### src/rtl/qspi_ctrl_pkg.sv
// qspi_ctrl_pkg: command constants, phase lengths and FSM state type for the QSPI XIP read controller
package qspi_ctrl_pkg;
  localparam logic [7:0] CMD_QUAD_READ = 8'hEB;
  localparam int CMD_BITS = 8;
  localparam int ADDR_NIB = 6;
  localparam int MODE_NIB = 2;
  localparam int DUMMY_CYC = 4;
  localparam int DATA_NIB = 8;
  typedef enum logic [2:0] {IDLE, CMD, ADDR, MODE, DUMMY, DATA, GAP} qspi_state_e;
  function automatic logic [4:0] phase_len(input qspi_state_e s);
    return s == CMD ? 5'(CMD_BITS) : s == ADDR ? 5'(ADDR_NIB) : s == MODE ? 5'(MODE_NIB) :
           s == DUMMY ? 5'(DUMMY_CYC) : 5'(DATA_NIB);
  endfunction
endpackage

### src/rtl/qspi_rr_arb.sv
// qspi_rr_arb: 2-way round-robin arbiter; on a tie the port not granted last wins
module qspi_rr_arb (
  input  logic       clk_i,
  input  logic       rst_ni,
  input  logic       en_i,
  input  logic [1:0] req_i,
  output logic [1:0] gnt_o
);
  logic ptr_q, ptr_d;
  always_comb begin
    gnt_o = !en_i ? 2'b00 : &req_i ? (ptr_q ? 2'b10 : 2'b01) : req_i;
    ptr_d = |gnt_o ? gnt_o[0] : ptr_q;
  end
  always_ff @(posedge clk_i) begin
    if (!rst_ni) ptr_q <= 1'b0;
    else ptr_q <= ptr_d;
  end
endmodule

### src/rtl/qspi_xip_ctrl.sv
// qspi_xip_ctrl: shares one QSPI flash between ifetch and data ports, one 0xEB quad read per grant
module qspi_xip_ctrl
  import qspi_ctrl_pkg::*;
#(
  parameter int         SCK_HALF  = 1,
  parameter int         CS_GAP    = 2,
  parameter logic [7:0] MODE_BYTE = 8'hFF
) (
  input  logic        clk_i,
  input  logic        rst_ni,
  input  logic        ifetch_req_i,
  input  logic [23:0] ifetch_addr_i,
  output logic        ifetch_gnt_o,
  output logic        ifetch_rvalid_o,
  output logic [31:0] ifetch_rdata_o,
  input  logic        data_req_i,
  input  logic [23:0] data_addr_i,
  output logic        data_gnt_o,
  output logic        data_rvalid_o,
  output logic [31:0] data_rdata_o,
  input  logic [3:0]  qspi_io_i,
  output logic [3:0]  qspi_io_o,
  output logic [3:0]  qspi_io_t,
  output logic        qspi_ck_o,
  output logic        qspi_cs_o
);
  localparam int HW = $clog2(SCK_HALF + 1);
  localparam int GW = $clog2(CS_GAP + 1);
  qspi_state_e   state_q, state_d;
  logic [HW-1:0] hcnt_q, hcnt_d;
  logic [GW-1:0] gcnt_q, gcnt_d;
  logic [4:0]    cnt_q, cnt_d;
  logic          ck_q, ck_d, port_q, port_d;
  logic [23:0]   addr_q, addr_d;
  logic [31:0]   rdata_q, rdata_d;
  logic [1:0]    gnt;
  logic          busy, tick, last, rvalid;

  qspi_rr_arb u_arb (
    .clk_i (clk_i),
    .rst_ni(rst_ni),
    .en_i  (state_q == IDLE && rst_ni),
    .req_i ({data_req_i, ifetch_req_i}),
    .gnt_o (gnt)
  );

  assign busy   = state_q inside {CMD, ADDR, MODE, DUMMY, DATA};
  assign tick   = hcnt_q == HW'(SCK_HALF - 1);
  assign last   = cnt_q == phase_len(state_q) - 5'd1;
  assign rvalid = state_q == GAP && gcnt_q == '0;

  always_ff @(posedge clk_i) begin
    if (!rst_ni) begin
      state_q <= IDLE;
      hcnt_q  <= '0;
      gcnt_q  <= '0;
      cnt_q   <= '0;
      ck_q    <= 1'b0;
      port_q  <= 1'b0;
      addr_q  <= '0;
      rdata_q <= '0;
    end else begin
      state_q <= state_d;
      hcnt_q  <= hcnt_d;
      gcnt_q  <= gcnt_d;
      cnt_q   <= cnt_d;
      ck_q    <= ck_d;
      port_q  <= port_d;
      addr_q  <= addr_d;
      rdata_q <= rdata_d;
    end
  end

  // SCK rises on the sampling edge; the final rise is replaced by the jump to GAP
  always_comb begin
    state_d = state_q;
    hcnt_d  = hcnt_q;
    gcnt_d  = gcnt_q;
    cnt_d   = cnt_q;
    ck_d    = ck_q;
    port_d  = port_q;
    addr_d  = addr_q;
    rdata_d = rdata_q;
    if (state_q == IDLE) begin
      if (|gnt) begin
        state_d = CMD;
        hcnt_d  = '0;
        cnt_d   = '0;
        ck_d    = 1'b0;
        port_d  = gnt[1];
        addr_d  = (gnt[1] ? data_addr_i : ifetch_addr_i) & 24'hFFFFFC;
      end
    end else if (state_q == GAP) begin
      gcnt_d  = gcnt_q + 1'b1;
      state_d = gcnt_q == GW'(CS_GAP - 1) ? IDLE : GAP;
    end else begin
      hcnt_d = tick ? '0 : hcnt_q + 1'b1;
      if (tick && !ck_q) begin
        if (state_q == DATA) rdata_d[{cnt_q[2:1], ~cnt_q[0], 2'b00} +: 4] = qspi_io_i;
        if (state_q == DATA && last) begin
          state_d = GAP;
          gcnt_d  = '0;
        end else ck_d = 1'b1;
      end else if (tick) begin
        ck_d  = 1'b0;
        cnt_d = last ? 5'd0 : cnt_q + 5'd1;
        if (last) state_d = state_q == CMD ? ADDR : state_q == ADDR ? MODE : state_q == MODE ? DUMMY : DATA;
      end
    end
  end

  always_comb begin
    qspi_cs_o       = ~busy;
    qspi_ck_o       = ck_q;
    qspi_io_t       = state_q == CMD ? 4'b1110 : state_q inside {ADDR, MODE} ? 4'h0 : 4'hF;
    qspi_io_o       = state_q == CMD  ? {3'b000, CMD_QUAD_READ[3'd7 - cnt_q[2:0]]} :
                      state_q == ADDR ? addr_q[5'd20 - {cnt_q[2:0], 2'b00} +: 4] :
                      state_q == MODE ? (cnt_q[0] ? MODE_BYTE[3:0] : MODE_BYTE[7:4]) : 4'h0;
    ifetch_gnt_o    = gnt[0];
    data_gnt_o      = gnt[1];
    ifetch_rvalid_o = rvalid & ~port_q;
    data_rvalid_o   = rvalid & port_q;
    ifetch_rdata_o  = rdata_q;
    data_rdata_o    = rdata_q;
  end
endmodule

### config.mk
export PLATFORM = sky130hd
export DESIGN_NAME = qspi_xip_ctrl
export DESIGN_NICKNAME = d
export VERILOG_FILES = /design/src/rtl/qspi_ctrl_pkg.sv /design/src/rtl/qspi_rr_arb.sv /design/src/rtl/qspi_xip_ctrl.sv
export SDC_FILE = /design/constraint.sdc
export NUM_CORES = 1
export LEC_CHECK = 0
export CORE_MARGIN = 2
export CORE_UTILIZATION = 41
export CTS_BUF_LIST = sky130_fd_sc_hd__clkbuf_16
export DETAILED_ROUTE_END_ITERATION = 6
export PLACE_DENSITY = 0.8
export SKIP_LAST_GASP = 1
export SYNTH_ARGS = -nofsm -noshare
export SYNTH_HDL_FRONTEND = slang
export SYNTH_SLANG_ARGS = --single-unit
### constraint.sdc
create_clock -name clk_i -period 4.05 [get_ports clk_i]
set_clock_uncertainty 0.05 [all_clocks]
set_input_delay 0.405 -clock clk_i [delete_from_list [all_inputs] [get_ports clk_i]]
set_output_delay 0.405 -clock clk_i [all_outputs]
set_load 0.1 [all_outputs]
==> reports/qor.txt <==
Outcome: completed
Wirelength per Cell: 14.62 um
Worst Hold Class: flop to flop
CTS tree: yes
Number of synthesized register bits: 67
Final Max Tran Viols: 0
Slowest stage delay, CP: 1130 ps
Synthesis-to-finish area growth: 37.14%
Clk sink count: 67
RSZ-0062 raised after global routing: no
MaxCap Viol Count: 0
Tmin final: 3149 ps
Clock Latency Late Sink: 330 ps
Routed Antenna Nets: 0
Post-synth EDFFs: 0
Initial antenna violation count: 0
Final Net Count: 576
IO Count: 134
Tot Pwr: 2.090 mW
Final Cycle Share: 0.7775
Vias per inst: 5.173
Leakage: 1.983 nW
VDD IR max: 0.2662 mV
Post-CTS setup buffers: 0
Syn Inst Count: 438
Fmax: 317.6 MHz
CP endpoint kind: output port
Largest net degree at the start of global routing: 61
CTS root buf: clkbuf_16
Buffers & Inverters on Critical Path: 1
Post-DP HPWL: 6.619 mm
Slew at the pin closest to its max-slew limit: 1004 ps
Worst EP arrival: 2690 ps
GPL Wtd Cong: 0.8865
DRC viols: 0
Share of cells above drive strength 1: 0.07752
Total congestion overflow: 0
H-tree depth: 3
Synth Flop Type: dfxtp_1
Diodes inserted: 0
Slowest-stage cell, CP: clkdlybuf4s50_1
Total routed wirelength: 9.123 mm
Cell variety after synth: 53
Syn_nets: 503
Critical path's top delay family: buffers and inverters
Core area: 8721 sq um
Die ar.: 9746 sq um
Seq/Total Area, Yosys: 0.3646
Die width: 98.72 um
Total number of vias: 3228
Async SR Flop Fraction: 0
Starting DRC count in detailed routing: 228
Setup TNS Final: 0 ps
Number of port buffers: 129
Num CTS Buffers: 9
Power per cell area: 414.3 nW/um^2
Drt pass-1 iters: 4
Mapped Area: 3679 sq um
Critical Path, Cell by Cell: or3_1 > nand2_1 > clkdlybuf4s50_1
Worst Path Class, Setup: flop to output port
Type of origin of the critical path: flop
Starting density of the core: 0.4218
Fin. Hold Viols: 0
Vias in the first global route: 3058
First-pass GRT wire length: 14.58 mm
CP max FO: 23
Syn avg cell area: 8.398 sq um
Final setup fails: 0
Clk pin slew, worst setup/hold paths: 60 ps
Clock tree buffer depth: 2
Cell Rows: 34
Cts hold-fix bufs: 0
CTS-repair resized insts: 0
Total GRT Usage: 0.1831
Height of the die: 98.72 um
Fillers: 758
Headroom to the max-slew limit: 0.3285
Yosys Warn Count: 0
WP data required: 3600 ps
metrics by stage:
| step | std cells | setup WS, ps | util | cell area (sq um) | hold slack [ps] |
|---|---|---|---|---|---|
| after floorplan | 438 | 420.0 | - | 3679 | 395.2 |
| after global placement | 608 | 1219 | 0.5392 | 4702 | 408.3 |
| after detailed placement | 608 | 1102 | 0.5392 | 4702 | 416.6 |
| after CTS | 624 | 895.1 | 0.5785 | 5045 | 425.2 |
| after global routing | 624 | 678.7 | 0.5785 | 5045 | 463.5 |
| final | 624 | 900.9 | 0.5785 | 5045 | 426.4 |
state kept, by name (all words and copies together), names as in the netlist:
signal and flops:
data_rdata_o 32, cnt_q 5, port_q 1, u_arb.ptr_q 1, qspi_ck_o 1, addr_q 22, gcnt_q 2, state_q 3
Yosys cell counts, types with 2 or more instances:
master	count	area share
inv_1	7	0.0071
nand4_1	5	0.0085
nor3b_1	2	0.0041
o311ai_2	2	0.0088
nor3_1	6	0.0082
nor2b_1	5	0.0085
nor2_1	63	0.064
mux4_2	2	0.012
or3_1	2	0.0034
buf_4	34	0.069
dfxtp_1	67	0.36
a21oi_1	7	0.0095
nand2_1	63	0.064
o31ai_1	3	0.0061
clkbuf_1	24	0.024
nand3_1	11	0.015
a211oi_1	7	0.014
and2_1	2	0.0034
ha_1	9	0.031
mux2i_1	39	0.11
and3_1	2	0.0034
xor2_1	3	0.0071
o21a_1	2	0.0041
nand2b_1	5	0.0085
buf_1	2	0.0020
buf_2	6	0.0082
buf_6	2	0.0061
o21ai_0	9	0.012
a311oi_1	23	0.055
where the power goes:
part	internal (mW)	leakage (nW)	switching, mW	total (mW)
logic	0.164	1.28	0.289	0.453
registers	0.698	0.545	0.0494	0.748
clock network	0.600	0.163	0.290	0.889
total	1.46	1.98	0.628	2.09
per-layer routing:
layer  vias up  track usage  part of all wire
met2        92       0.3145              0.52
met3         8      0.03050             0.047
li1       1633            -                 -
met4         0      0.08430             0.010
met1      1495       0.2245              0.42
met5         -            0                 0
final timing paths:
kind	startpoint	to	slack [ps]	cells past startpoint
setup reg to reg	state_q[1]$_SDFFE_PN0P_	cnt_q[3]$_SDFFE_PN0P_	1150	9
hold reg to reg	port_q$_SDFFE_PN0P_	port_q$_SDFFE_PN0P_	430	2
setup / recovery	state_q[0]$_SDFFE_PN0P_	qspi_cs_o	900	3
hold / removal	port_q$_SDFFE_PN0P_	port_q$_SDFFE_PN0P_	430	2
layout by cell type, fill, tap and decap left out, drive strengths merged, types with 5 or more instances in the layout:
cell type,n
clkdlybuf4s50,121
dfxtp,67
nor2,64
nand2,63
mux2i,39
a311oi,23
nand3,11
buf,10
o21ai,9
ha,9
clkbuf,9
inv,9
a211oi,7
a21oi,7
nor3,7
nand2b,6
nor2b,6
nand4,5
kinds of logic after synthesis:
kind of cell | count (synthesis) | share of synthesized area
muxes | 41 | 0.1184
buffers and inverters | 78 | 0.1207
and+or+nand+nor | 176 | 0.2214
adders and majority gates | 10 | 0.03333
xor gates and xnor gates | 4 | 0.009526
DFF | 67 | 0.3646
AOI/OAI and AO/OA | 62 | 0.1320
cell type report:
cell class | instances | area (sq um) | share of cell area
Multi-Input combinational cell | 293 | 1893 | 0.3752
Tap cell | 108 | 135.1 | 0.02679
Timing Repair Buffer | 131 | 1299 | 0.2574
Clock buffer | 9 | 225.2 | 0.04464
Inverter | 9 | 33.78 | 0.006696
Sequential cell | 67 | 1341 | 0.2659
Clock inverter | 7 | 117.6 | 0.02331
worst min-delay path, stage by stage, from the launching register on:
cell and delay, ps:
dfxtp_1 320, nand2_1 50, a21oi_1 60
No activity file was read; power rests on OpenSTA's default activity.
